File: src/rtl/counter_seq_ctrl.sv
// counter_seq_ctrl
//   Sequences an up-counter as a programmable period timer. A single requester
//   issues start/stop/pause. Period and mode are latched at start. The block runs
//   one-shot or periodic and flags each terminal count with a 1-cycle done pulse.
//
//   Optional build macro: COUNTER_SEQ_CTRL_PRESCALE_EN
//     When it is defined, the block gains a `prescale` input, and a count tick
//     occurs once every prescale+1 clocks. When it is undefined, a tick occurs
//     every clock and the block has no prescaler registers.
//
// Ports
//   clk            clock, rising edge
//   rst            synchronous active-high reset
//   start          start request (IDLE only)
//   stop           abort current run
//   pause          level, hold count while high during a run
//   mode_periodic  0 one-shot / 1 periodic, latched at start
//   period         ticks per run, latched at start, 0 rejected
//   prescale       (optional) tick divider, sampled continuously
//   start_ack      1-cycle pulse, start accepted
//   err            1-cycle pulse, start rejected (period == 0)
//   busy           high in RUN or PAUSED
//   count          current count, 0..period-1
//   done           1-cycle pulse on terminal count
module counter_seq_ctrl #(
  parameter int WIDTH = 4,
  parameter int PRE_W = 8
) (
  input  logic             clk,
  input  logic             rst,
  input  logic             start,
  input  logic             stop,
  input  logic             pause,
  input  logic             mode_periodic,
  input  logic [WIDTH-1:0] period,
`ifdef COUNTER_SEQ_CTRL_PRESCALE_EN
  input  logic [PRE_W-1:0] prescale,
`endif
  output logic             start_ack,
  output logic             err,
  output logic             busy,
  output logic [WIDTH-1:0] count,
  output logic             done
);

  typedef enum logic [1:0] {IDLE, RUN, PAUSED} state_t;

  localparam logic [WIDTH-1:0] ONE = WIDTH'(1);

  state_t           state, state_d;
  logic [WIDTH-1:0] count_d, period_q, period_d;
  logic             mode_q, mode_d;
  logic             ack_d, err_d, done_d;
  logic             tick;

`ifdef COUNTER_SEQ_CTRL_PRESCALE_EN
  localparam logic [PRE_W-1:0] PONE = PRE_W'(1);
  logic [PRE_W-1:0] pre_cnt, pre_d;
  // Use >= rather than == so that lowering prescale mid-run cannot strand the
  // counter above the new limit.
  assign tick = (pre_cnt >= prescale);
`else
  assign tick = 1'b1;
`endif

  always_comb begin
    state_d  = state;
    count_d  = count;
    period_d = period_q;
    mode_d   = mode_q;
    ack_d    = 1'b0;
    err_d    = 1'b0;
    done_d   = 1'b0;
`ifdef COUNTER_SEQ_CTRL_PRESCALE_EN
    pre_d    = pre_cnt;
`endif
    case (state)
      IDLE: begin
        if (start) begin
          if (period == '0) begin
            err_d = 1'b1;
          end else begin
            state_d  = RUN;
            period_d = period;
            mode_d   = mode_periodic;
            count_d  = '0;
            ack_d    = 1'b1;
`ifdef COUNTER_SEQ_CTRL_PRESCALE_EN
            pre_d    = '0;
`endif
          end
        end
      end
      RUN, PAUSED: begin
        if (stop) begin
          state_d = IDLE;
          count_d = '0;
`ifdef COUNTER_SEQ_CTRL_PRESCALE_EN
          pre_d   = '0;
`endif
        end else if (pause) begin
          // Hold count and prescaler. A terminal tick here is not taken.
          state_d = PAUSED;
        end else begin
          // Releasing pause counts on the same edge. This way, N paused cycles
          // delay done by exactly N.
          state_d = RUN;
`ifdef COUNTER_SEQ_CTRL_PRESCALE_EN
          pre_d   = tick ? '0 : pre_cnt + PONE;
`endif
          if (tick) begin
            if (count == period_q - ONE) begin
              count_d = '0;
              done_d  = 1'b1;
              if (!mode_q) state_d = IDLE;
            end else begin
              count_d = count + ONE;
            end
          end
        end
      end
      default: state_d = IDLE;
    endcase
  end

  always_ff @(posedge clk) begin
    if (rst) begin
      state     <= IDLE;
      count     <= '0;
      period_q  <= '0;
      mode_q    <= 1'b0;
      start_ack <= 1'b0;
      err       <= 1'b0;
      done      <= 1'b0;
      busy      <= 1'b0;
`ifdef COUNTER_SEQ_CTRL_PRESCALE_EN
      pre_cnt   <= '0;
`endif
    end else begin
      state     <= state_d;
      count     <= count_d;
      period_q  <= period_d;
      mode_q    <= mode_d;
      start_ack <= ack_d;
      err       <= err_d;
      done      <= done_d;
      busy      <= (state_d != IDLE);
`ifdef COUNTER_SEQ_CTRL_PRESCALE_EN
      pre_cnt   <= pre_d;
`endif
    end
  end

endmodule

File: config.mk
export PLATFORM = sky130hd
export DESIGN_NAME = counter_seq_ctrl
export DESIGN_NICKNAME = d
export VERILOG_FILES = /design/src/rtl/counter_seq_ctrl.sv
export SDC_FILE = /design/constraint.sdc
export NUM_CORES = 1
export LEC_CHECK = 0
export CAP_MARGIN = 15
export CORE_MARGIN = 10
export CORE_UTILIZATION = 40
export CTS_CLUSTER_DIAMETER = 80
export DETAILED_ROUTE_END_ITERATION = 8
export PLACE_DENSITY = 0.67
export SLEW_MARGIN = 10
export SYNTH_ARGS = -nofsm -noshare
export SYNTH_HDL_FRONTEND = slang
export SYNTH_SLANG_ARGS = --single-unit
File: constraint.sdc
create_clock -name clk -period 2.1 [get_ports clk]
set_input_delay 0.42 -clock clk [delete_from_list [all_inputs] [get_ports clk]]
set_output_delay 0.42 -clock clk [all_outputs]
set_load 0.005 [all_outputs]
==> impl_metrics.ini, run 1 <==
[status]
outcome = finished, final reports clean

[global_routing]
vias_in_the_first_global_route = 565
global_route_wire_length_before_repair_um = 2650
globalRouteTotalUtil = 0.0820
pin_count_of_the_biggest_net_entering_global_routing = 11
antenna_violations_before_repair = 0
grt.overflow.total = 0

[clocking]
insertion_delay_ns = 0.27
cts_root_buf = sky130_fd_sc_hd__clkbuf_4
htree_levels = 1
post_cts_resized = 0
cts_buffer_depth = 2
numClockSinks = 15
tritoncts = built
tritoncts.num_buffers = 3
postCtsHoldBufs = 0
clkSlewWorstSetupHoldPaths_ns = 0.09
cts_post_setup_buffers_inserted = 0

[synthesis]
synth_async_sr_flop_share = 0
synthTopCellsByCount = sky130_fd_sc_hd__dfxtp_1, sky130_fd_sc_hd__nand2_1, sky130_fd_sc_hd__inv_1, sky130_fd_sc_hd__nor2_1
synthesis.area_per_instance_um2 = 9.38
yosys_warnings = 0
synthesis.nets = 92
seq_total_area_yosys = 0.410
synth_cells = 78
synth_seq_cells = 15
ys_types = 29
synth.most_common_cell = sky130_fd_sc_hd__dfxtp_1
netlist.area_leader.share = 0.410
synth_flop_cell = sky130_fd_sc_hd__dfxtp_1
synth_largest_area_cell = sky130_fd_sc_hd__dfxtp_1
synth_enable_flop_cells = 0
top_cells_by_area_synth = sky130_fd_sc_hd__dfxtp_1, sky130_fd_sc_hd__ha_1, sky130_fd_sc_hd__xor2_1
syn-cell-area_um2 = 732

[route]
detail_route.drc_violations = 0
detailedRoute.firstIterationViolations = 11
drt_pass1_iterations = 4
dr_total_vias = 604
vias_per_cell = 4.87
average_routed_wire_per_standard_cell_um = 12.3
ant_nets = 0
drt-total-wl_um = 1530

[placed_design]
buffer_ports.inserted = 17
place_congestion = 0.726
dpl-instance-area_um2 = 943
detailedPlacementHpwl_um = 1240

[floorplan]
floorplan.die_area_um2 = 3940
chipWidth_um = 62.8
core_area_um2 = 1730
initial_utilization = 0.424
rows = 15
ioPinCount = 18
die_height_um = 62.8

[cells_and_area]
final_cell_area_um2 = 970
ratio_of_cells_with_drive_above_1_in_the_final_layout = 0.121
syn2layout_area_growth_pct = 32.5
finish.net_count = 114
diodes = 0

[timing]
final-hold-violation-count = 0
clock_skew_ns = 0.00196
final_setup_violating_endpoints = 0
rsz0062_at_grt = no
period_minus_slack_ns = 1.89
pin_slew_with_the_least_headroom_to_its_limit_ns = 0.459
worst_slew_slack_as_a_fraction_of_its_limit = 0.691
maxClockFrequency_mhz = 529
worst_hold_slack_ns = 0.491
timing_max_transition_violations_final = 0
min_period_over_period = 0.900

[critical_path]
worstPathRequired_ns = 2.27
path_class = input port to flip-flop
worst-endpoint-arrival_ns = 2.06
worstSetupStartpointType = input port
critical_path.max_fanout = 3
reg2reg_setup_slack_ns = 0.32
cp-end-kind = flip-flop

[worst_hold_path]
hold_path.class = flip-flop to flip-flop

[pwr]
static-leakage-power_nw = 0.421
vdd_ir_drop_max_uv = 311
power-per-cell-area_nw_per_um2 = 632
total_power_w = 0.000613

[run]
cap_viol_max_count = 0
-- kinds of logic after synthesis --
group | synth area share
buffers and inverters | 0.0479
multiplexers | 0.0291
AND/OR/NAND/NOR | 0.222
flip-flops | 0.410
adder cells (fa/ha/maj) | 0.0684
AO/OA/AOI/OAI | 0.138
XOR/XNOR | 0.0838
-- registers in the layout, indices dropped and copies added (netlist names) --
signal and count:
mode_q 1, err 1, busy 1, count 4, done 1, period_q 4
start_ack 1, state 2
-- final cells by class --
type	instances	area [µm²]
clock buffer	4	26.3
fill	158	757
inverter	6	22.5
multi-input combinational	54	397
sequential	15	300
tap	25	31.3
timing repair buffer	20	193
-- worst max-delay path: stages --
cell	delay, ns
sky130_fd_sc_hd__clkdlybuf4s50_1	0.43
sky130_fd_sc_hd__or4_4	0.58
sky130_fd_sc_hd__nand3_4	0.11
sky130_fd_sc_hd__o21ai_2	0.08
sky130_fd_sc_hd__and3_4	0.19
sky130_fd_sc_hd__mux2_2	0.25
-- cells in the final DEF, fill, tap and decap left out, drive strengths merged, types with 3 or more instances in the layout --
master	count
nor3	3
nor2	6
xor2	4
nor2b	3
ha	4
nand3	5
a32oi	3
dfxtp	15
nand2	7
xnor2	3
buf	3
inv	6
clkdlybuf4s50	17
clkbuf	4
-- report_power, final --
part | internal [W] | total, W | switching [W] | leakage (nW)
logic | 0.0000706 | 0.000139 | 0.0000684 | 0.283
clock network | 0.0000735 | 0.000161 | 0.0000872 | 0.0150
registers | 0.000302 | 0.000313 | 0.0000114 | 0.122
total | 0.000446 | 0.000613 | 0.000167 | 0.421
-- per-stage QoR --
| step | TNS (ns) | cells | util | worst slack (ns) |
|---|---|---|---|---|
| after floorplan | 0 | 78 | - | 0.379 |
| after global placement | -0.0509 | 120 | 0.546 | -0.0509 |
| after detailed placement | -0.0662 | 120 | 0.546 | -0.0662 |
| after CTS | 0 | 124 | 0.562 | 0.217 |
| after global routing | 0 | 124 | 0.562 | 0.143 |
| final | 0 | 124 | 0.562 | 0.211 |
-- final timing paths --
path	startpoint	end	cells after the start
worst max-delay path	period[0]	count[0]	6
worst min-delay path	period_q[3]	period_q[3]	2
worst max register to register	period_q[0]	count[0]	7
worst min register to register	period_q[3]	period_q[3]	2
-- metal layers --
metal / vias up / wire length, µm / global-route usage
met5: - / 0 / 0
met4: 0 / 27 / 0.0503
met3: 2 / 53 / 0.0233
met2: 12 / 668 / 0.121
met1: 269 / 778 / 0.102
li1: 321 / - / -
Note: power is estimated with default switching activity, not from simulation.
==> inputs of run 2 (changes only) <==
--- a/config.mk
+++ b/config.mk
@@ -10,6 +10,7 @@
 export CORE_UTILIZATION = 40
 export CTS_CLUSTER_DIAMETER = 80
 export DETAILED_ROUTE_END_ITERATION = 8
+export GPL_ROUTABILITY_DRIVEN = 0
 export PLACE_DENSITY = 0.67
 export SLEW_MARGIN = 10
 export SYNTH_ARGS = -nofsm -noshare
==> results of run 2 <==
No change in the layout: final DEF, timing and power equal those of run 1.
==> inputs of run 3 (changes only) <==
--- a/config.mk
+++ b/config.mk
@@ -7,12 +7,13 @@
 export LEC_CHECK = 0
 export CAP_MARGIN = 15
 export CORE_MARGIN = 10
-export CORE_UTILIZATION = 40
+export CORE_UTILIZATION = 45
 export CTS_CLUSTER_DIAMETER = 80
 export DETAILED_ROUTE_END_ITERATION = 8
 export GPL_ROUTABILITY_DRIVEN = 0
-export PLACE_DENSITY = 0.67
+export PLACE_DENSITY = 0.74
 export SLEW_MARGIN = 10
 export SYNTH_ARGS = -nofsm -noshare
 export SYNTH_HDL_FRONTEND = slang
 export SYNTH_SLANG_ARGS = --single-unit
+export TNS_END_PERCENT = 20
==> constraint.sdc (replaced) <==
create_clock -name clk -period 2.3 [get_ports clk]
set_input_delay 0.46 -clock clk [delete_from_list [all_inputs] [get_ports clk]]
set_output_delay 0.46 -clock clk [all_outputs]
set_load 0.005 [all_outputs]
==> run 3 against run 2 <==
  * Final cell count decreased by 8.1%
  * Sequential cell count unchanged
  * Sequential power decreased by 8.3%
  * Design area decreased by 1.9%
  * Clock power decreased by 9%
  * Critical path depth unchanged
  * Non-clock buffer count decreased by 1
  * Register-to-register slack improved by 0.20 ns
  * Global-route usage increased by 1.0 points
  * Combinational power decreased by 9%
==> impl_metrics.ini, run 3 (synthesis results as in run 1) <==
[floorplan]
floorplan.die_area_um2 = 3640
chipWidth_um = 60.3
rows = 14
die_height_um = 60.3
initial_utilization = 0.480
core_area_um2 = 1520
ioPinCount = 18

[global_routing]
vias_in_the_first_global_route = 618
globalRouteTotalUtil = 0.0922
grt.overflow.total = 0
antenna_violations_before_repair = 0
global_route_wire_length_before_repair_um = 2680
pin_count_of_the_biggest_net_entering_global_routing = 11

[placed_design]
buffer_ports.inserted = 17
place_ws_ns = 0.0798
detailedPlacementHpwl_um = 1180

[critical_path]
max_stage_delay_cell_worst_path = sky130_fd_sc_hd__or4_4
path_class = input port to flip-flop
reg2reg_setup_slack_ns = 0.52
worstSetupStartpointType = input port
crit_path_cell_trace = clkdlybuf4s50_1, or4_4, nand3_4, o21ai_2, and3_4, mux2_2
critical_path.n_buffers_inverters = 1
crit-reg2reg-launch = period_q[0]
worst-endpoint-arrival_ns = 2.10
r2r.worst_path.cells = 7
cp-end-kind = flip-flop
worst_reg2reg_path_endpoint = count[0]
cpLargestDelayFamily = simple AND/OR/NAND/NOR gates
worstPathRequired_ns = 2.47
critical_path.max_fanout = 3
critPathMaxStageDelay_ns = 0.58

[status]
outcome = finished, final reports clean

[timing]
pin_slew_with_the_least_headroom_to_its_limit_ns = 0.448
final_setup_violating_endpoints = 0
post-route-worst-setup-slack_ns = 0.367
worst_slew_slack_as_a_fraction_of_its_limit = 0.699
maxClockFrequency_mhz = 517
min_period_over_period = 0.840
final-hold-violation-count = 0
timing_max_transition_violations_final = 0
clock_skew_ns = 0.00302
period_minus_slack_ns = 1.93
rsz0062_at_grt = no
totalNegativeSetupSlack_ns = 0

[worst_hold_path]
min_path_cells = 2
hold_path_endpoint = period_q[3]
hold_path.class = flip-flop to flip-flop
hold_path_startpoint = period_q[3]

[route]
dr_total_vias = 605
detail_route.wirelength.met1_um = 708
detail_route.drc_violations = 0
ant_nets = 0
drt-total-wl_um = 1480
wl_met2_um = 634
detailedRoute.firstIterationViolations = 9
average_routed_wire_per_standard_cell_um = 13.0
maxUsedRoutingLayer = met4
detailroute.wirelength.met3_um = 126
drt_pass1_iterations = 4
vias_per_cell = 5.31

[clocking]
insertion_delay_ns = 0.27
numClockSinks = 15
cts_buffer_depth = 2
tritoncts = built
cts_post_setup_buffers_inserted = 0
clkSlewWorstSetupHoldPaths_ns = 0.09
tritoncts.num_buffers = 3
postCtsHoldBufs = 0
post_cts_resized = 0
htree_levels = 1
cts_root_buf = sky130_fd_sc_hd__clkbuf_4

[cells_and_area]
most-common-layout-cells = sky130_fd_sc_hd__clkdlybuf4s50_1, sky130_fd_sc_hd__dfxtp_1, sky130_fd_sc_hd__nand2_1
diodes = 0
sequential_cell_area_um2 = 300
final_common_cell = sky130_fd_sc_hd__clkdlybuf4s50_1
syn2layout_area_growth_pct = 29.9
largest_registers = count: 4 flops, period_q: 4 flops, state: 2 flops
ratio_of_cells_with_drive_above_1_in_the_final_layout = 0.112
multi_input_comb_area_um2 = 397
n_fill_cell = 139
finish.net_count = 113

[run]
cap_viol_max_count = 0

[pwr]
vdd_ir_drop_max_uv = 423
static-leakage-power_nw = 0.416
power-per-cell-area_nw_per_um2 = 588
-- run 3: cell types whose count changed in the layout (fill, tap and decap cells not counted), sizes merged --
cell / before / now
buf: 3 / 2
-- run 3: metal layers --
| metal | vias up | GRT usage |
|---|---|---|
| li1 | 314 | - |
| met1 | 277 | 0.118 |
| met2 | 12 | 0.132 |
| met3 | 2 | 0.0459 |
| met4 | 0 | 0.0288 |
| met5 | - | 0 |
-- run 3: where the power goes --
| part | internal (W) | leakage (nW) | switching, W |
|---|---|---|---|
| Sequential | 0.000276 | 0.122 | 0.0000110 |
| Combinational | 0.0000635 | 0.279 | 0.0000624 |
| Clock | 0.0000670 | 0.0150 | 0.0000790 |
-- run 3: cell type report --
class,count,share of cell area
tap,16,0.0211
timing repair buffer,19,0.195
multi-input combinational,54,0.417
sequential,15,0.316
inverter,6,0.0237
clock buffer,4,0.0276
-- run 3: worst max path at each step --
stage	cells after the start	from	to
after floorplan	5	period[0]	count[0]
after global placement	6	period[0]	count[0]
after detailed placement	6	period[0]	count[0]
after CTS	6	period[0]	count[0]
after global routing	6	period[0]	count[0]
final	6	period[0]	count[0]
-- run 3: tightest hold or removal path: cells and delay by family, from the launching register on --
family / cells / cell delay (ns)
flip-flops: 1 / 0.34
AND/OR/NAND/NOR: 1 / 0.06
AO/OA/AOI/OAI: 1 / 0.05
-- run 3: per-stage QoR --
stage          hold WS, ns  utilization  instance area (µm²)  instances  total power, W
3_3_place_gp         0.465        0.607                  925        110        0.000417
4_1_cts              0.484        0.624                  951        114        0.000565
6_report             0.486        0.624                  951        114        0.000559
2_1_floorplan        0.448            -                  732         78        0.000372
3_5_place_dp         0.471        0.607                  925        110        0.000419
5_1_grt              0.507        0.624                  951        114        0.000595
